===== src/rtl/eq_pkg.sv =====
// eq_pkg -- shared widths, sample types and Q1.15 limits for the equaliser output path. Rev 1.0
`default_nettype none

package eq_pkg;

  localparam int EQ_ACC_W    = 40;
  localparam int EQ_ACC_FRAC = 30;
  localparam int EQ_OUT_W    = 16;
  localparam int EQ_OUT_FRAC = 15;

  typedef logic signed [EQ_ACC_W-1:0] acc_t;
  typedef logic signed [EQ_OUT_W-1:0] sample_t;

  localparam sample_t SAMPLE_MAX = 16'sh7FFF;
  localparam sample_t SAMPLE_MIN = 16'sh8000;

endpackage

`default_nettype wire


===== src/rtl/eq_sync_fifo.sv =====
// eq_sync_fifo -- first-word-fall-through synchronous FIFO; rdata reads 0 while empty. Rev 1.0
`default_nettype none

module eq_sync_fifo #(
  parameter int WIDTH = 16,
  parameter int DEPTH = 16
) (
  input  logic                     clk,
  input  logic                     rst_n,
  input  logic                     push,
  input  logic [WIDTH-1:0]         wdata,
  input  logic                     pop,
  output logic [WIDTH-1:0]         rdata,
  output logic [$clog2(DEPTH):0]   level,
  output logic                     full,
  output logic                     empty
);

  localparam int AW = $clog2(DEPTH);
  localparam int LW = AW + 1;

  logic [WIDTH-1:0] mem_q [DEPTH];
  logic [AW-1:0]    wr_ptr_q, wr_ptr_d;
  logic [AW-1:0]    rd_ptr_q, rd_ptr_d;
  logic [LW-1:0]    level_q, level_d;
  logic             w_push;
  logic             w_pop;

  assign empty = (level_q == '0);
  assign full  = (level_q == LW'(DEPTH));
  assign level = level_q;
  assign rdata = empty ? '0 : mem_q[rd_ptr_q];

  // A write into a full FIFO is only legal when the head leaves in the same cycle.
  assign w_pop  = pop & ~empty;
  assign w_push = push & (~full | w_pop);

  always_comb begin
    wr_ptr_d = wr_ptr_q;
    rd_ptr_d = rd_ptr_q;
    level_d  = level_q;
    if (w_push) wr_ptr_d = wr_ptr_q + AW'(1);
    if (w_pop)  rd_ptr_d = rd_ptr_q + AW'(1);
    if (w_push && !w_pop)      level_d = level_q + LW'(1);
    else if (w_pop && !w_push) level_d = level_q - LW'(1);
  end

  always_ff @(posedge clk or negedge rst_n) begin
    if (!rst_n) begin
      wr_ptr_q <= '0;
      rd_ptr_q <= '0;
      level_q  <= '0;
    end else begin
      wr_ptr_q <= wr_ptr_d;
      rd_ptr_q <= rd_ptr_d;
      level_q  <= level_d;
    end
  end

  always_ff @(posedge clk) begin
    if (w_push) mem_q[wr_ptr_q] <= wdata;
  end

endmodule

`default_nettype wire


===== src/rtl/eq_out_requant_buf.sv =====
// eq_out_requant_buf -- rounds/saturates FIR accumulator output to Q1.15, buffers it, counts clamps and drops. Rev 1.0
`default_nettype none

module eq_out_requant_buf
  import eq_pkg::*;
#(
  parameter int ACC_W    = EQ_ACC_W,
  parameter int ACC_FRAC = EQ_ACC_FRAC,
  parameter int OUT_W    = EQ_OUT_W,
  parameter int OUT_FRAC = EQ_OUT_FRAC,
  parameter int DEPTH    = 16,
  parameter int CNT_W    = 16
) (
  input  logic                       clk,
  input  logic                       rst_n,
  input  logic                       in_valid,
  input  logic [ACC_W-1:0]           in_acc,
  output logic                       out_valid,
  input  logic                       out_ready,
  output logic [OUT_W-1:0]           out_data,
  output logic [$clog2(DEPTH):0]     level,
  output logic [CNT_W-1:0]           sat_cnt,
  output logic                       ovf_flag,
  input  logic                       clr
);

  localparam int SH = ACC_FRAC - OUT_FRAC;
  localparam logic [ACC_W:0]        c_half = (ACC_W+1)'(1) << (SH - 1);
  localparam logic signed [ACC_W:0] c_max  = (ACC_W+1)'((longint'(1) << (OUT_W - 1)) - 1);
  localparam logic signed [ACC_W:0] c_min  = (ACC_W+1)'(-(longint'(1) << (OUT_W - 1)));

  logic signed [ACC_W:0] w_ext;
  logic signed [ACC_W:0] w_sum;
  logic signed [ACC_W:0] w_r;
  logic                  s1_valid_q;
  logic signed [ACC_W:0] s1_r_q;
  logic                  w_sat_hi;
  logic                  w_sat_lo;
  logic                  w_sat_evt;
  logic [OUT_W-1:0]      w_sample;
  logic                  w_full;
  logic                  w_empty;
  logic                  w_pop;
  logic                  w_push;
  logic                  w_drop;
  logic [CNT_W-1:0]      sat_cnt_q, sat_cnt_d;
  logic                  ovf_q, ovf_d;

  // One extra bit of headroom keeps the rounding add from wrapping at the positive limit.
  assign w_ext = {in_acc[ACC_W-1], in_acc};
  assign w_sum = w_ext + $signed(c_half);
  assign w_r   = w_sum >>> SH;

  always_ff @(posedge clk or negedge rst_n) begin
    if (!rst_n) begin
      s1_valid_q <= 1'b0;
      s1_r_q     <= '0;
    end else begin
      s1_valid_q <= in_valid;
      if (in_valid) s1_r_q <= w_r;
    end
  end

  assign w_sat_hi  = (s1_r_q > c_max);
  assign w_sat_lo  = (s1_r_q < c_min);
  assign w_sat_evt = s1_valid_q & (w_sat_hi | w_sat_lo);
  assign w_sample  = w_sat_hi ? {1'b0, {(OUT_W-1){1'b1}}} :
                     w_sat_lo ? {1'b1, {(OUT_W-1){1'b0}}} :
                     s1_r_q[OUT_W-1:0];

  assign out_valid = ~w_empty;
  assign w_pop     = out_valid & out_ready;
  assign w_push    = s1_valid_q & (~w_full | w_pop);
  assign w_drop    = s1_valid_q & w_full & ~w_pop;

  eq_sync_fifo #(
    .WIDTH (OUT_W),
    .DEPTH (DEPTH)
  ) u_fifo (
    .clk   (clk),
    .rst_n (rst_n),
    .push  (w_push),
    .wdata (w_sample),
    .pop   (w_pop),
    .rdata (out_data),
    .level (level),
    .full  (w_full),
    .empty (w_empty)
  );

  // clr wins over a same-cycle event; that event is deliberately lost.
  always_comb begin
    sat_cnt_d = sat_cnt_q;
    ovf_d     = ovf_q;
    if (clr) begin
      sat_cnt_d = '0;
      ovf_d     = 1'b0;
    end else begin
      if (w_sat_evt && (sat_cnt_q != '1)) sat_cnt_d = sat_cnt_q + CNT_W'(1);
      if (w_drop) ovf_d = 1'b1;
    end
  end

  always_ff @(posedge clk or negedge rst_n) begin
    if (!rst_n) begin
      sat_cnt_q <= '0;
      ovf_q     <= 1'b0;
    end else begin
      sat_cnt_q <= sat_cnt_d;
      ovf_q     <= ovf_d;
    end
  end

  assign sat_cnt  = sat_cnt_q;
  assign ovf_flag = ovf_q;

endmodule

`default_nettype wire


===== config.mk =====
export PLATFORM = sky130hd
export DESIGN_NAME = eq_out_requant_buf
export DESIGN_NICKNAME = d
export VERILOG_FILES = /design/src/rtl/eq_pkg.sv /design/src/rtl/eq_sync_fifo.sv /design/src/rtl/eq_out_requant_buf.sv
export SDC_FILE = /design/constraint.sdc
export NUM_CORES = 1
export LEC_CHECK = 0
export CAP_MARGIN = 10
export CORE_ASPECT_RATIO = 1.2
export CORE_UTILIZATION = 25
export DETAILED_ROUTE_END_ITERATION = 8
export HOLD_SLACK_MARGIN = 0.06
export PLACE_DENSITY = 0.39
export SLEW_MARGIN = 5
export SYNTH_ARGS = -nofsm -noshare
export SYNTH_HDL_FRONTEND = slang
export SYNTH_SLANG_ARGS = --single-unit

===== constraint.sdc =====
create_clock -name clk -period 3.7 [get_ports clk]
set_input_delay 0.74 -clock clk [delete_from_list [all_inputs] [get_ports clk]]
set_output_delay 0.74 -clock clk [all_outputs]
set_load 0.01 [all_outputs]

# After elaboration in Yosys (flattened, before gate mapping)
# Memories as Yosys holds them, arrays and structs flattened.
# Cells that the tools add are included.
# totals
regBits	57
ramBits	256
memories	1
in_bits	45
output_inout_bits	39
# mem_list
memory	depth	width	rd	rd_clocked_by_memory_dff	write_ports	line_no	source
u_fifo.mem_q	16	16	1	0	1	eq_sync_fifo.sv:22	logic [WIDTH-1:0] mem_q [DEPTH];
# op_classes
mux	11
order_cmp	2
bitwise	13
addsub	6
n_reduce_logical	9
eq_ne	2
# ops
operator	n
two-way mux 16 bit	5
adder 40 x 16 -> 41 bit, second input constant	1
greater-than comparator 26 x 16 -> 1 bit, second input constant	1
less-than comparator 26 x 16 -> 1 bit, second input constant	1
adder 16 x 1 -> 16 bit, second input constant	1
!= test 16 bit, second input constant	1
two-way mux 5 bit	2
adder 4 x 1 -> 4 bit, second input constant	2
AND 1 bit	7
nonzero test 2 bit	3
adder 5 x 1 -> 5 bit, second input constant	1
== test 5 bit, second input constant	1
logical NOT 5 bit	1
subtractor 5 x 1 -> 5 bit, second input constant	1
two-way mux 1 bit	4
logical AND 1 bit	3
NOT 1 bit	3
OR 1 bit	3
logical NOT 1 bit	2

# Longest topological paths before layout
# depth
word_depth	10
ltp_mapped	12

# Modules after synthesis
# A second synthesis with hierarchy kept.
# hier_totals
cells_unflattened	794
area_unflattened_um2	13454.2
# modules_own_cells
mod	cells_each	n_inst	area_per_inst_um2	seq_area_each_um2
eq_sync_fifo	508	1	10756.6	8012.7
eq_out_requant_buf	286	1	2697.6	1101.1

# Least setup slack after synthesis
# Ideal clock, no wire load.
# synth_timing
path_kind	input-to-reg
from	input out_ready
to	memory u_fifo.mem_q[1][0] (enable)
cell_stages	4
arrival_ps	2542
n_path_buf	0
slack_ps	728
setup_time_ps	430
cell_sequence	inv_1 > nand3_1 > nand2_1 > nor4_1
# synth_between
elab_chain_cells	6
# synth_lines
item	line_no	source
start: declaration	eq_out_requant_buf.sv:19	input logic out_ready,
AND 1 bit *	eq_out_requant_buf.sv:72	assign w_pop = out_valid & out_ready;
OR 1 bit / AND 1 bit (equally long branches)	eq_out_requant_buf.sv:73, eq_sync_fifo.sv:35	
AND 1 bit / OR 1 bit (equally long branches)	eq_out_requant_buf.sv:73, eq_sync_fifo.sv:36	
AND 1 bit *	eq_sync_fifo.sv:36	assign w_push = push & (~full | w_pop);
two-way mux 1 bit *	eq_sync_fifo.sv:61	if (w_push) mem_q[wr_ptr_q] <= wdata;
two-way mux 1 bit (implied by the code) *	eq_sync_fifo.sv:61	
end: declaration	eq_sync_fifo.sv:22	
# Every way passes the cells marked *; elsewhere a longest branch is shown, timed or not.

# Worst setup path after layout
# layout_timing
from	register u_fifo.rd_ptr_q[0]
to	output out_data[10]
# layout_between
elab_chain_cells	2
# layout_lines
item	line_no	source
start: declaration	eq_sync_fifo.sv:24	logic [AW-1:0] rd_ptr_q, rd_ptr_d;
start signal: assignment	eq_sync_fifo.sv:55	rd_ptr_q <= rd_ptr_d;
memory read (16 x 16 bit)	--	
two-way mux 16 bit	eq_sync_fifo.sv:32	assign rdata = empty ? '0 : mem_q[rd_ptr_q];
end: declaration	eq_out_requant_buf.sv:20	output logic [OUT_W-1:0] out_data,
# No other way between the ends.

==> results.cfg <==
[synthesis]
synth.distinct_cells = 48
synth_commonest_cells = edfxtp_1 (256), mux4_2 (80), dfrtp_1 (57), nor2_1 (48), a21oi_1 (32)
ys_seq_area_frac = 0.6973
avgSynthCellArea_um2 = 17.86
synth_top_cells_by_area = edfxtp_1 (59%), mux4_2 (14%), dfrtp_1 (11%)
synthesis.area_mm2 = 0.01307
synth.most_common_cell = edfxtp_1
yosysWarnings = 0
synth_top_area_frac = 0.5882
async_flop_share = 0.1821
yosysTopAreaCell = edfxtp_1
syn_inst = 732
ys_seq_elements = 313
synth_flop_cell = edfxtp_1
synthesis.nets = 789
synth_edf_count = 256

[finish]
n_antenna_cell = 0
fin_nets = 910
fillers = 5135
drive_gt1_frac = 0.2449
area_growth_pct = 23.06

[setup_path]
r2r_slack_ns = 0.75
cp-start-kind = flop
worstPathMaxFanout = 13
required_ns = 2.96
end_kind = output port
critPathArrivalTime_ns = 2.93
critical_path_class = reg -> out

[worst_hold_path]
hold_path_class = in -> async

[timing]
period_needed_ns = 3.668
finalSetupViolations = 0
setup-tns-final_ns = 0
maxSlewViolCount = 0
timing.hold.ws_ns = 0.3024
fin_worst_skew_ns = 0.02327
slew_headroom = 0.4135
fmax_mhz = 272.6
finalCritPeriodShare = 0.9914
worstMarginPinSlew_ns = 0.8797
rsz0062_at_grt = yes
timing.final.hold_violations = 0

[grt]
grt_pass1_vias = 7366
track_usage = 0.1221
grt_start_max_net_pins = 53
antenna_found_initial = 0
grt_overflow = 0
grt_pass1_wl_um = 47790

[cts]
cts_max_path_buffers = 3
clkSlewWorstSetupHoldPaths_ns = 0.06
holdBufCountCts = 0
cts_inserted_buffers = 34
cts.sinks = 313
cts_tree = done
htree_levels = 2
cts-root-buf = clkbuf_16
clk_latency_ns = 0.52

[power_and_ir_drop]
comb_power_share = 0.319
seq_power_share = 0.395
clockPowerShare = 0.286
power.total_mw = 11.31
power.density_mw_per_mm2 = 703.5
p_leak_nw = 5.304
swShare = 0.2896
p_switching_mw = 3.276
p_int_mw = 8.038
vdd_drop_max_mv = 0.4431

[place]
dp_hpwl_um = 20200
gp_congestion = 0.7151
port_buffers = 69

[detailed_routing]
drt_iter0_drc = 454
vias = 6890
wl_per_cell_um = 20.14
drt.antenna.violating_nets = 0
viasPerCell = 4.375
firstDrtPassIters = 4
drc = 0
wl_um = 31720

[floorplanning]
die_h_um = 252.5
start_util = 0.2540
core.rowCount = 91
io_pins = 84
core_area_mm2 = 0.05146
die_area_mm2 = 0.05320
fp.dieW_um = 210.7

[outcome]
status = finished clean

[job]
cap_violations = 0
critical path, cell delays in order (launching register included):
cell and delay, ns:
dfrtp_4 0.42, buf_12 0.17, buf_4 0.15, mux4_2 0.54, mux4_2 0.47, and2_1 0.17
clkdlybuf4s50_1 0.47
per-layer routing:
metal | up-vias | share of wire | routed length, um | GRT usage
met3 | 40 | 0.034 | 1080 | 0.02162
met1 | 3584 | 0.44 | 13950 | 0.1561
met4 | 0 | 0.021 | 658 | 0.03478
met2 | 118 | 0.51 | 16030 | 0.2108
li1 | 3148 | - | - | -
met5 | - | 0 | 0 | 0
placed cells by master, fill, tap and decap left out, types with 5 or more instances in the layout:
cell,n
buf_4,39
ha_1,11
o31ai_1,6
nor2_1,44
dfrtp_1,55
and3_1,7
buf_12,7
nand2_1,16
xor2_1,19
clkbuf_1,7
dlymetal6s2s_1,6
clkdlybuf4s50_1,53
clkinv_2,5
xnor2_1,21
mux4_2,80
edfxtp_1,256
o21a_1,15
and2_1,19
clkinv_1,10
a21oi_1,32
or4_1,7
inv_1,12
clkbuf_16,36
nand3_1,22
nor4_2,8
nand4_1,12
cell type report:
type	count	area, um^2	share of cell area
flip-flops and latches	313	9119	0.5669
multi-input cells	370	3781	0.2351
repair buffers	121	1219	0.07577
clock buffers	42	902.1	0.05609
well taps	697	872.1	0.05422
clock inverters	19	142.6	0.008868
inverters	13	48.80	0.003034
path summary, 6_finish.rpt:
kind | cells past startpoint | from | endpoint
setup / recovery | 6 | u_fifo.rd_ptr_q[0] | out_data[10]
min in group clk | 1 | u_fifo.rd_ptr_q[3] | u_fifo.rd_ptr_q[3]
max in group asynchronous | 2 | rst_n | u_fifo.level[0]
setup reg to reg | 11 | u_fifo.level[0] | u_fifo.level[4]
hold reg to reg | 1 | u_fifo.rd_ptr_q[3] | u_fifo.rd_ptr_q[3]
hold / removal | 1 | rst_n | s1_r_q[6]
registers in the layout, indices dropped and copies added, names as in the netlist:
register and count:
u_fifo.rd_ptr_q 4, u_fifo.wr_ptr_q 4, ovf_flag 1, s1_r_q 26, u_fifo.level 5, u_fifo.mem_q 256
s1_valid_q 1, sat_cnt 16
cells by family after synthesis:
family	synth area share
compound gates	0.03063
xor+xnor	0.02680
fa+ha+maj	0.01206
buf+inv	0.01819
flops	0.6973
mux	0.1446
simple gates	0.07036
power by group through the flow:
stage,Combinational [mW],Clock (mW),Sequential [mW]
6_report,3.61,3.23,4.47
5_1_grt,3.94,3.47,4.51
4_1_cts,3.66,3.35,4.48
3_5_place_dp,3.60,0,4.62
3_3_place_gp,3.61,0,4.61
2_1_floorplan,2.22,0,4.47
metrics by stage:
stage	utilization	cell area, um^2	instances	setup WS, ns
after floorplan	-	13070	732	0.7278
after global placement	0.2896	14900	1504	0.2278
after detailed placement	0.2896	14900	1504	0.2298
after CTS	0.3105	15980	1568	-0.1045
after global routing	0.3125	16080	1575	-0.08509
final	0.3125	16080	1575	0.03180
what timing repair did:
action	in CTS	in global routing
setup endpoints to repair	16	8
setup buffers	3	6
gates resized for setup	9	20
gates cloned	0	1
(Power assumes the default switching activity.)
